==> src/rtl/aes_spi_pkg.sv <==
// Shared types and sizing helpers for the AES SPI frame slave.
//   state_t : frame FSM states
//   MSG_W   : message/result width in bits
//   key_w() : key width for a given NK (32-bit words)
//   cnt_w() : bit counter width able to hold 0..MSG_W+KEY_W
package aes_spi_pkg;

  localparam int unsigned MSG_W = 128;

  typedef enum logic [2:0] {
    ST_IDLE,
    ST_RX,
    ST_START,
    ST_WAIT,
    ST_READY,
    ST_TX,
    ST_DONE
  } state_t;

  function automatic int unsigned key_w(input int unsigned nk);
    return 32 * nk;
  endfunction

  function automatic int unsigned cnt_w(input int unsigned nk);
    return $clog2(MSG_W + 32 * nk + 1);
  endfunction

endpackage

==> src/rtl/aes_spi_tx_shifter.sv <==
// Result serialiser: parallel load of the 128-bit core result, shift right
// one bit per enable, registered miso that reads 0 whenever not shifting.
//   clk, reset : clock, synchronous active-high reset
//   load       : capture data into the shift register
//   shift      : present the current LSB on miso and advance
//   data       : parallel result input
//   miso       : registered serial output
module aes_spi_tx_shifter
  import aes_spi_pkg::*;
(
  input  logic             clk,
  input  logic             reset,
  input  logic             load,
  input  logic             shift,
  input  logic [MSG_W-1:0] data,
  output logic             miso
);

  logic [MSG_W-1:0] shreg;

  // Load has priority; the top never asserts both in the same cycle.
  always_ff @(posedge clk) begin
    if (reset) begin
      shreg <= '0;
      miso  <= 1'b0;
    end else begin
      miso <= shift ? shreg[0] : 1'b0;
      if (load) begin
        shreg <= data;
      end else if (shift) begin
        shreg <= {1'b0, shreg[MSG_W-1:1]};
      end
    end
  end

endmodule

==> src/rtl/aes_spi_frame_slave.sv <==
// Serial front end of the AES engine. Deserialises a frame of 128 message
// bits followed by 32*NK key bits (LSB first) from mosi, pulses core_start,
// waits for core_done, then streams the result LSB first on miso once the
// master selects readout mode.
//   clk, reset           : clock, synchronous active-high reset
//   cs_n, mosi, mode     : frame select, serial data, 0=load / 1=readout
//   miso                 : registered serial result
//   core_start           : one-cycle launch pulse to the AES core
//   core_msg, core_key   : assembled operands, held until the next frame
//   core_done            : one-cycle completion pulse from the core
//   core_result          : core output, valid with core_done
//   busy                 : frame in progress (RX through TX)
//   frame_err            : sticky abort flag, cleared at next frame start
module aes_spi_frame_slave
  import aes_spi_pkg::*;
#(
  parameter int unsigned NK = 4
) (
  input  logic              clk,
  input  logic              reset,
  input  logic              cs_n,
  input  logic              mosi,
  input  logic              mode,
  output logic              miso,
  output logic              core_start,
  output logic [MSG_W-1:0]  core_msg,
  output logic [32*NK-1:0]  core_key,
  input  logic              core_done,
  input  logic [MSG_W-1:0]  core_result,
  output logic              busy,
  output logic              frame_err
);

  localparam int unsigned KEY_W  = key_w(NK);
  localparam int unsigned CNT_W  = cnt_w(NK);
  localparam int unsigned TOTAL  = MSG_W + KEY_W;
  localparam int unsigned MIDX_W = $clog2(MSG_W);
  localparam int unsigned KIDX_W = $clog2(KEY_W);

  localparam logic [CNT_W-1:0] LAST_RX = CNT_W'(TOTAL - 1);
  localparam logic [CNT_W-1:0] LAST_TX = CNT_W'(MSG_W - 1);
  localparam logic [CNT_W-1:0] CNT_MAX = CNT_W'(TOTAL);

  state_t            state;
  logic [CNT_W-1:0]  cnt;
  logic [CNT_W-1:0]  cnt_inc;
  logic [MIDX_W-1:0] msg_idx;
  logic [KIDX_W-1:0] key_idx;
  logic              tx_load;
  logic              tx_shift;

  // Saturating increment and bit-position decode for the deserialiser.
  assign cnt_inc = (cnt == CNT_MAX) ? cnt : cnt + CNT_W'(1);
  assign msg_idx = MIDX_W'(cnt);
  assign key_idx = KIDX_W'(cnt - CNT_W'(MSG_W));

  // Shifter controls; an abort (cs_n high) suppresses both, so a result
  // arriving together with a cs_n rise is discarded.
  always_comb begin
    tx_load  = 1'b0;
    tx_shift = 1'b0;
    if (!cs_n) begin
      tx_load  = (state == ST_WAIT) && core_done;
      tx_shift = ((state == ST_READY) && mode) ||
                 ((state == ST_TX) && (cnt != LAST_TX));
    end
  end

  // Frame FSM with registered outputs.
  always_ff @(posedge clk) begin
    if (reset) begin
      state      <= ST_IDLE;
      cnt        <= '0;
      core_start <= 1'b0;
      core_msg   <= '0;
      core_key   <= '0;
      busy       <= 1'b0;
      frame_err  <= 1'b0;
    end else begin
      core_start <= 1'b0;
      case (state)
        ST_IDLE: begin
          if (!cs_n) begin
            // First low cycle of cs_n already carries frame bit 0.
            state       <= ST_RX;
            busy        <= 1'b1;
            frame_err   <= 1'b0;
            core_msg[0] <= mosi;
            cnt         <= CNT_W'(1);
          end
        end
        ST_RX: begin
          if (cs_n || mode) begin
            state     <= ST_IDLE;
            busy      <= 1'b0;
            frame_err <= 1'b1;
            cnt       <= '0;
          end else begin
            if (cnt < CNT_W'(MSG_W)) begin
              core_msg[msg_idx] <= mosi;
            end else begin
              core_key[key_idx] <= mosi;
            end
            cnt <= cnt_inc;
            if (cnt == LAST_RX) begin
              state      <= ST_START;
              core_start <= 1'b1;
            end
          end
        end
        ST_START: begin
          if (cs_n) begin
            state     <= ST_IDLE;
            busy      <= 1'b0;
            frame_err <= 1'b1;
            cnt       <= '0;
          end else begin
            state <= ST_WAIT;
          end
        end
        ST_WAIT: begin
          if (cs_n) begin
            state     <= ST_IDLE;
            busy      <= 1'b0;
            frame_err <= 1'b1;
            cnt       <= '0;
          end else if (core_done) begin
            state <= ST_READY;
          end
        end
        ST_READY: begin
          if (cs_n) begin
            state     <= ST_IDLE;
            busy      <= 1'b0;
            frame_err <= 1'b1;
            cnt       <= '0;
          end else if (mode) begin
            // cnt now tracks the index of the bit currently on miso.
            state <= ST_TX;
            cnt   <= '0;
          end
        end
        ST_TX: begin
          if (cs_n) begin
            state     <= ST_IDLE;
            busy      <= 1'b0;
            frame_err <= 1'b1;
            cnt       <= '0;
          end else if (cnt == LAST_TX) begin
            state <= ST_DONE;
            busy  <= 1'b0;
          end else begin
            cnt <= cnt_inc;
          end
        end
        ST_DONE: begin
          if (cs_n) begin
            state <= ST_IDLE;
          end
        end
        default: begin
          state <= ST_IDLE;
          busy  <= 1'b0;
        end
      endcase
    end
  end

  aes_spi_tx_shifter u_tx (
    .clk   (clk),
    .reset (reset),
    .load  (tx_load),
    .shift (tx_shift),
    .data  (core_result),
    .miso  (miso)
  );

endmodule

==> config.mk <==
export PLATFORM = sky130hd
export DESIGN_NAME = aes_spi_frame_slave
export DESIGN_NICKNAME = d
export VERILOG_FILES = /design/src/rtl/aes_spi_pkg.sv /design/src/rtl/aes_spi_tx_shifter.sv /design/src/rtl/aes_spi_frame_slave.sv
export SDC_FILE = /design/constraint.sdc
export NUM_CORES = 1
export LEC_CHECK = 0
export ABC_AREA = 0
export CAP_MARGIN = 20
export CORE_UTILIZATION = 45
export CTS_CLUSTER_DIAMETER = 150
export DETAILED_ROUTE_END_ITERATION = 7
export GPL_TIMING_DRIVEN = 0
export PLACE_DENSITY = 0.76
export SLEW_MARGIN = 0
export SYNTH_ARGS = -nofsm -noshare
export SYNTH_HDL_FRONTEND = slang
export SYNTH_HIERARCHICAL = 1
export SYNTH_SLANG_ARGS = --single-unit
==> constraint.sdc <==
create_clock -name clk -period 2 [get_ports clk]
set_input_delay 0.3 -clock clk [delete_from_list [all_inputs] [get_ports clk]]
set_output_delay 0.3 -clock clk [all_outputs]
set_load 0.1 [all_outputs]
# Yosys cells after proc, flatten, opt, wreduce, memory -nomap -nowiden
# Cells that the tools add are included.
dict set report word_totals {
  reg_bits 400
  inputBits 134
  wordCells 115
  output_inout_bits 260
}
dict set report op_classes {
  reduce_logical 24
  n_eq_ne 23
  n_lt_le_gt_ge 5
  mux 46
  addsub 2
  bitwise 5
}
# op count
set op_table {}
lappend op_table {{bitwise mux 128 bit} 2}
lappend op_table {{two-way mux 128 bit} 2}
lappend op_table {{two-way mux 9 bit} 8}
lappend op_table {{case mux 9 bit (5 select lines)} 1}
lappend op_table {{two-way mux 3 bit} 10}
lappend op_table {{case mux 3 bit (7 select lines)} 1}
lappend op_table {{less-than comparator 7 x 8 -> 1 bit, second input constant} 2}
lappend op_table {{two-way mux 1 bit} 16}
lappend op_table {{demux 1 bit (select 7 bit)} 2}
lappend op_table {{>= comparator 7 x 1 -> 1 bit, second input constant} 2}
lappend op_table {{!= test 3 bit, second input constant} 4}
lappend op_table {{!= test 2 bit, second input constant} 5}
lappend op_table {{AND reduction 5 bit} 2}
lappend op_table {{adder 9 x 1 -> 9 bit, second input constant} 1}
lappend op_table {{equality test 3 bit, second input constant} 3}
lappend op_table {{equality test 9 x 7 -> 1 bit, second input constant} 1}
lappend op_table {{equality test 9 x 8 -> 1 bit, second input constant} 1}
lappend op_table {{equality test 9 bit, second input constant} 1}
lappend op_table {{less-than comparator 9 x 8 -> 1 bit, second input constant} 1}
lappend op_table {{!= test 9 x 7 -> 1 bit, second input constant} 1}
lappend op_table {{AND reduction 4 bit} 2}
lappend op_table {{subtractor 7 x 1 -> 7 bit, second input constant} 1}
lappend op_table {{equality test 3 x 2 -> 1 bit, second input constant} 2}
lappend op_table {{!= test 2 x 1 -> 1 bit, second input constant} 3}
lappend op_table {{other kinds (18)} 31}

# Longest topological paths before layout
dict set report logic_depth {
  word_depth 8
  mapped_depth 9
  mapped_depth_nobuf 8
}

# Hierarchy
# Netlist, hierarchy kept.
# mod area_per_inst_um2 cells_per_inst instances
set by_module_without_submodules {}
lappend by_module_without_submodules {aes_spi_frame_slave 10935.5 1127 1}
lappend by_module_without_submodules {aes_spi_tx_shifter 6064.6 572 1}

# Worst setup path before layout
# No wires, ideal clock.
dict set report synth_timing {
  kind {register to register}
  startpoint {register state[2]}
  endpoint {register core_key[36]}
  arrival_time_ns 2.067
  slack_ns -0.203
  setup_time_ns 0.136
  stages_incl_launch_ff 8
  cell_sequence {dfxtp_1 -> or4b_4 -> or2_4 -> or3_4 -> buf_8 -> nor2_8 -> buf_8 -> a211oi_2}
}
dict set report synth_between {
  elab_chain_len 2
}
# item line_no
set synth_rtl {}
lappend synth_rtl {{start: declaration} aes_spi_frame_slave.sv:44} ;# state_t state;
lappend synth_rtl {{start signal: assignment} aes_spi_frame_slave.sv:72} ;# state <= ST_IDLE;
lappend synth_rtl {{start signal: assignment} aes_spi_frame_slave.sv:85} ;# state <= ST_RX;
lappend synth_rtl {{start signal: assignment} aes_spi_frame_slave.sv:94} ;# state <= ST_IDLE;
lappend synth_rtl {{equality test 3 x 1 -> 1 bit} aes_spi_frame_slave.sv:81} ;# case (state)
lappend synth_rtl {{AND reduction 3 bit (no line)} -}
lappend synth_rtl {{end signal: indexed assignment} aes_spi_frame_slave.sv:102} ;# core_key[key_idx] <= mosi;
lappend synth_rtl {{end: declaration} aes_spi_frame_slave.sv:27} ;# output logic [32*NK-1:0] core_key,
# Every way passes these cells.
# A chain may end at the register's enable or synchronous reset.

# Final worst setup path
dict set report layout_timing {
  startpoint {register state[0]}
  endpoint {register core_msg[113]}
}
dict set report layout_between {
  elab_chain_len 2
}
# item line_no
set layout_rtl {}
lappend layout_rtl {{equality test 3 x 1 -> 1 bit} aes_spi_frame_slave.sv:81}
lappend layout_rtl {{AND reduction 3 bit (no line)} -}
lappend layout_rtl {{end signal: indexed assignment} aes_spi_frame_slave.sv:100} ;# core_msg[msg_idx] <= mosi;
lappend layout_rtl {{end: declaration} aes_spi_frame_slave.sv:26} ;# output logic [MSG_W-1:0] core_msg,
# Every way passes these cells.

==> metrics.md <==
| Metric | Value |
|---|---|
| RSZ-0062 raised after global routing | yes |
| Root buf cell | clkbuf_16 |
| Violated checks | setup timing |
| Max incr delay on CP | 0.51 ns |
| N_diodes | 0 |
| Antenna Nets Post-Route | 0 |
| Finish-stage setup viols | 305 |
| Initial Util | 0.4610 |
| Yosys warns | 6 |
| CP endpoint kind | flip-flop |
| CP Class | flip-flop to flip-flop |
| DIE AREA | approximately 39,000 um^2 |
| Tot GR Track Use | 0.3149 |
| Gate Count Post-Synth | 1,699 |
| Synth unique cells | 56 |
| H-tree lvl count | 2 |
| Clock Path Buffers | 3 |
| Antenna violations before repair | 1 |
| EDFF count, synth | 0 |
| Bufs and invs on worst path | 2 |
| Vias in the first global route | 15,870 |
| CTS tree | done |
| Worst Hold Class | input pin to flip-flop |
| Critical path data required time | 2.47 ns |
| Drt pass-1 iters | 7 |
| Worst-path clk slew | 0.06 ns |
| Post-synth net total | 1,838 |
| Iteration-0 DRC count of the detailed router | between 1,000 and 1,500 |
| Port bufs | 392 |
| Largest net degree at the start of global routing | 15 |
| Ports | slightly below 400 |
| Startpoint Class | flip-flop |
| WL/cell | 24.06 um |
| Final worst slack | -0.3957 ns |
| Fin. Hold Viols | 0 |
| Maxcap violations | 0 |
| Most used cell, CP | buf_6 |
| Standard-cell rows | 70 |
| Worst skew pair latency | 0.58 ns |
| Period utilization | 1.198 |
| Drt drc | 0 |
| Crit path cell chain | or4b_4, or3_1, buf_6, nor2_8, buf_6, a21oi_1, a211oi_1 |
| Netlist Area Pre-Place | 17,000 um^2 |
| Non-filler cells, final | 2,765 |
| Via count | between 15,000 and 20,000 |
| Post-Place Cells | 2,596 |
| Detailed Route WL | 66,530 um |
| DP HPWL | 43,850 um |
| Die H | around 200 um |
| Final net count | 2,367 |
| Clock sink count | 400 |
| Tmin final | between 2 and 2.5 ns |
| Max FO, Critical Path | 10 |
| Power density over the cells | 660.6 nW/um^2 |
| Leakage power total | 8.598 nW |
| Global-route wire length before repair | 94,650 um |
| Slew HR | 0.4146 |
| CP delay by family, top | simple AND/OR/NAND/NOR gates |
| Post-synthesis sequential area ratio | 0.4710 |
| PnR Total Power | about 17 mW |
| Core area | 36,870 um^2 |
| Clk_skew | 0.03402 ns |
| Share of synthesized registers carrying an async set or reset | 0 |
| Main synth FF type | dfxtp_1 |
| GP Congestion | 0.9149 |
| Worst path slowest cell | or4b_4 |
| Mean Syn Cell Area | 10.01 um^2 |
| Worst-Margin Slew | just under 0.9 ns |
| Worst Path Arrival | 2.87 ns |
| Fillers | 2,485 |
| Commonest non-fill, non-tap cell in the layout | dfxtp_1 |
| Gr ovfl total | 0 |
| Die Span X | between 150 and 200 um |
| Most frequent cells in the layout | dfxtp_1, clkdlybuf4s15_2, a21oi_1 |
| VDD IR max | between 600 and 700 uV |
| Outcome | finished with violations |
| Slew Limit Fails | 0 |
| Vias per cell | just under 6 |
| Share of cells above drive strength 1 | 0.3711 |
| Layout area overhead | 53.99% |
| Flops & latches, synth | 400 |
| Max Freq | 417.4 MHz |
| CTS buffer count | between 40 and 50 |
==> worst reg2reg max path, delay by kind of cell, from the launching register on <==
kind            cells  cell delay [ns]
compound gates      2             0.45
buf+inv             2             0.40
flops               1             0.39
simple gates        3             1.07
==> metal layers <==
metal / vias to the layer above / track usage / wire (um)
met3: 203 / 0.1068 / 6863
met5: - / 0 / 11
met2: 909 / 0.5259 / 31490
li1: 7371 / - / -
met1: 7982 / 0.3678 / 24870
met4: 2 / 0.1322 / 3296
==> stage by stage <==
stage	setup TNS [ns]	worst slack (ns)	hold slack, ns	area (um^2)	util
floorplan	-16.51	-0.1236	0.4090	17210	-
global placement	-343.46	-1.119	0.4213	21770	0.5904
detailed placement	-348.06	-1.111	0.4211	21780	0.5906
CTS	-60.18	-0.3286	0.03295	24670	0.6692
global route	-81.66	-0.4400	0.05597	26180	0.7099
finish	-67.53	-0.3957	0.06427	26180	0.7099
==> synthesized netlist by cell type, types with 3 or more instances <==
| master | instances | share of area |
|---|---|---|
| nand2b_1 | 7 | 0.0026 |
| mux2i_1 | 135 | 0.079 |
| a211oi_2 | 23 | 0.017 |
| nor3b_1 | 3 | 0.0013 |
| nor2_8 | 17 | 0.020 |
| inv_1 | 9 | 0.0020 |
| buf_8 | 4 | 0.0035 |
| o21ai_0 | 10 | 0.0029 |
| ha_1 | 5 | 0.0037 |
| a211oi_1 | 342 | 0.15 |
| nor3_1 | 11 | 0.0032 |
| nor2_4 | 12 | 0.0079 |
| a21oi_1 | 262 | 0.077 |
| clkbuf_1 | 126 | 0.028 |
| buf_6 | 16 | 0.011 |
| buf_4 | 17 | 0.0075 |
| or3_1 | 6 | 0.0022 |
| nand3_1 | 27 | 0.0079 |
| nor2_1 | 34 | 0.0075 |
| o31ai_1 | 3 | 0.0013 |
| o211ai_1 | 4 | 0.0018 |
| buf_12 | 11 | 0.013 |
| or4_1 | 4 | 0.0018 |
| nor2b_1 | 131 | 0.048 |
| buf_2 | 5 | 0.0015 |
| nand2_1 | 39 | 0.0086 |
| dfxtp_1 | 400 | 0.47 |
==> power by group <==
group          switching, mW  internal [mW]  leakage (nW)
sequential            0.0229           7.98          3.23
clock                   3.43           5.02         0.735
combinational          0.476          0.363          4.64
total                   3.93           13.4          8.60
==> state kept, by name, indices dropped and copies added, names as in the netlist <==
name / count
core_start: 1
core_key: 128
busy: 1
core_msg: 128
state: 3
frame_err: 1
cnt: 9
u_tx/miso: 1
u_tx/shreg: 128
==> worst paths after layout <==
path | slack [ns] | cells after the start | end | from
setup / recovery | -0.40 | 7 | core_msg[113]$_SDFFE_PP0P_ | state[0]$_SDFFE_PP0P_
hold / removal | 0.06 | 2 | u_tx/shreg[123]$_SDFFE_PP0P_ | reset
setup reg to reg | -0.40 | 7 | core_msg[113]$_SDFFE_PP0P_ | state[0]$_SDFFE_PP0P_
hold reg to reg | 0.44 | 2 | u_tx/miso$_SDFF_PP0_ | u_tx/shreg[0]$_SDFFE_PP0P_
==> kinds of logic after synthesis <==
kind of cell,Yosys count,share of synthesized area
AND/OR/NAND/NOR,314,0.1231
flip-flops,400,0.4710
XOR/XNOR,1,0.0005153
buffers and inverters,191,0.06675
multiplexers,135,0.07949
AO/OA/AOI/OAI,653,0.2555
adder cells (fa/ha/maj),5,0.003680
==> layout make-up <==
cell class / instances / area (um^2) / area share
Clock buffer: 59 / 1246 / 0.04761
Multi-Input combinational cell: 1108 / 9165 / 0.3501
Tap cell: 504 / 630.6 / 0.02409
Sequential cell: 400 / 8035 / 0.3069
Timing Repair Buffer: 488 / 5456 / 0.2084
Clock inverter: 19 / 250.2 / 0.009559
Buffer: 177 / 1356 / 0.05181
Inverter: 10 / 37.54 / 0.001434
==> what timing repair did <==
action | CTS | global route
hold buffers | 0 | 0
resized for setup | 968 | 223
gates cloned | 4 | 15
endpoints found under the setup margin | 650 | 389
buffers inserted | 38 | 38
pin swaps | 76 | 100
Power figures use the tool's default switching activity.
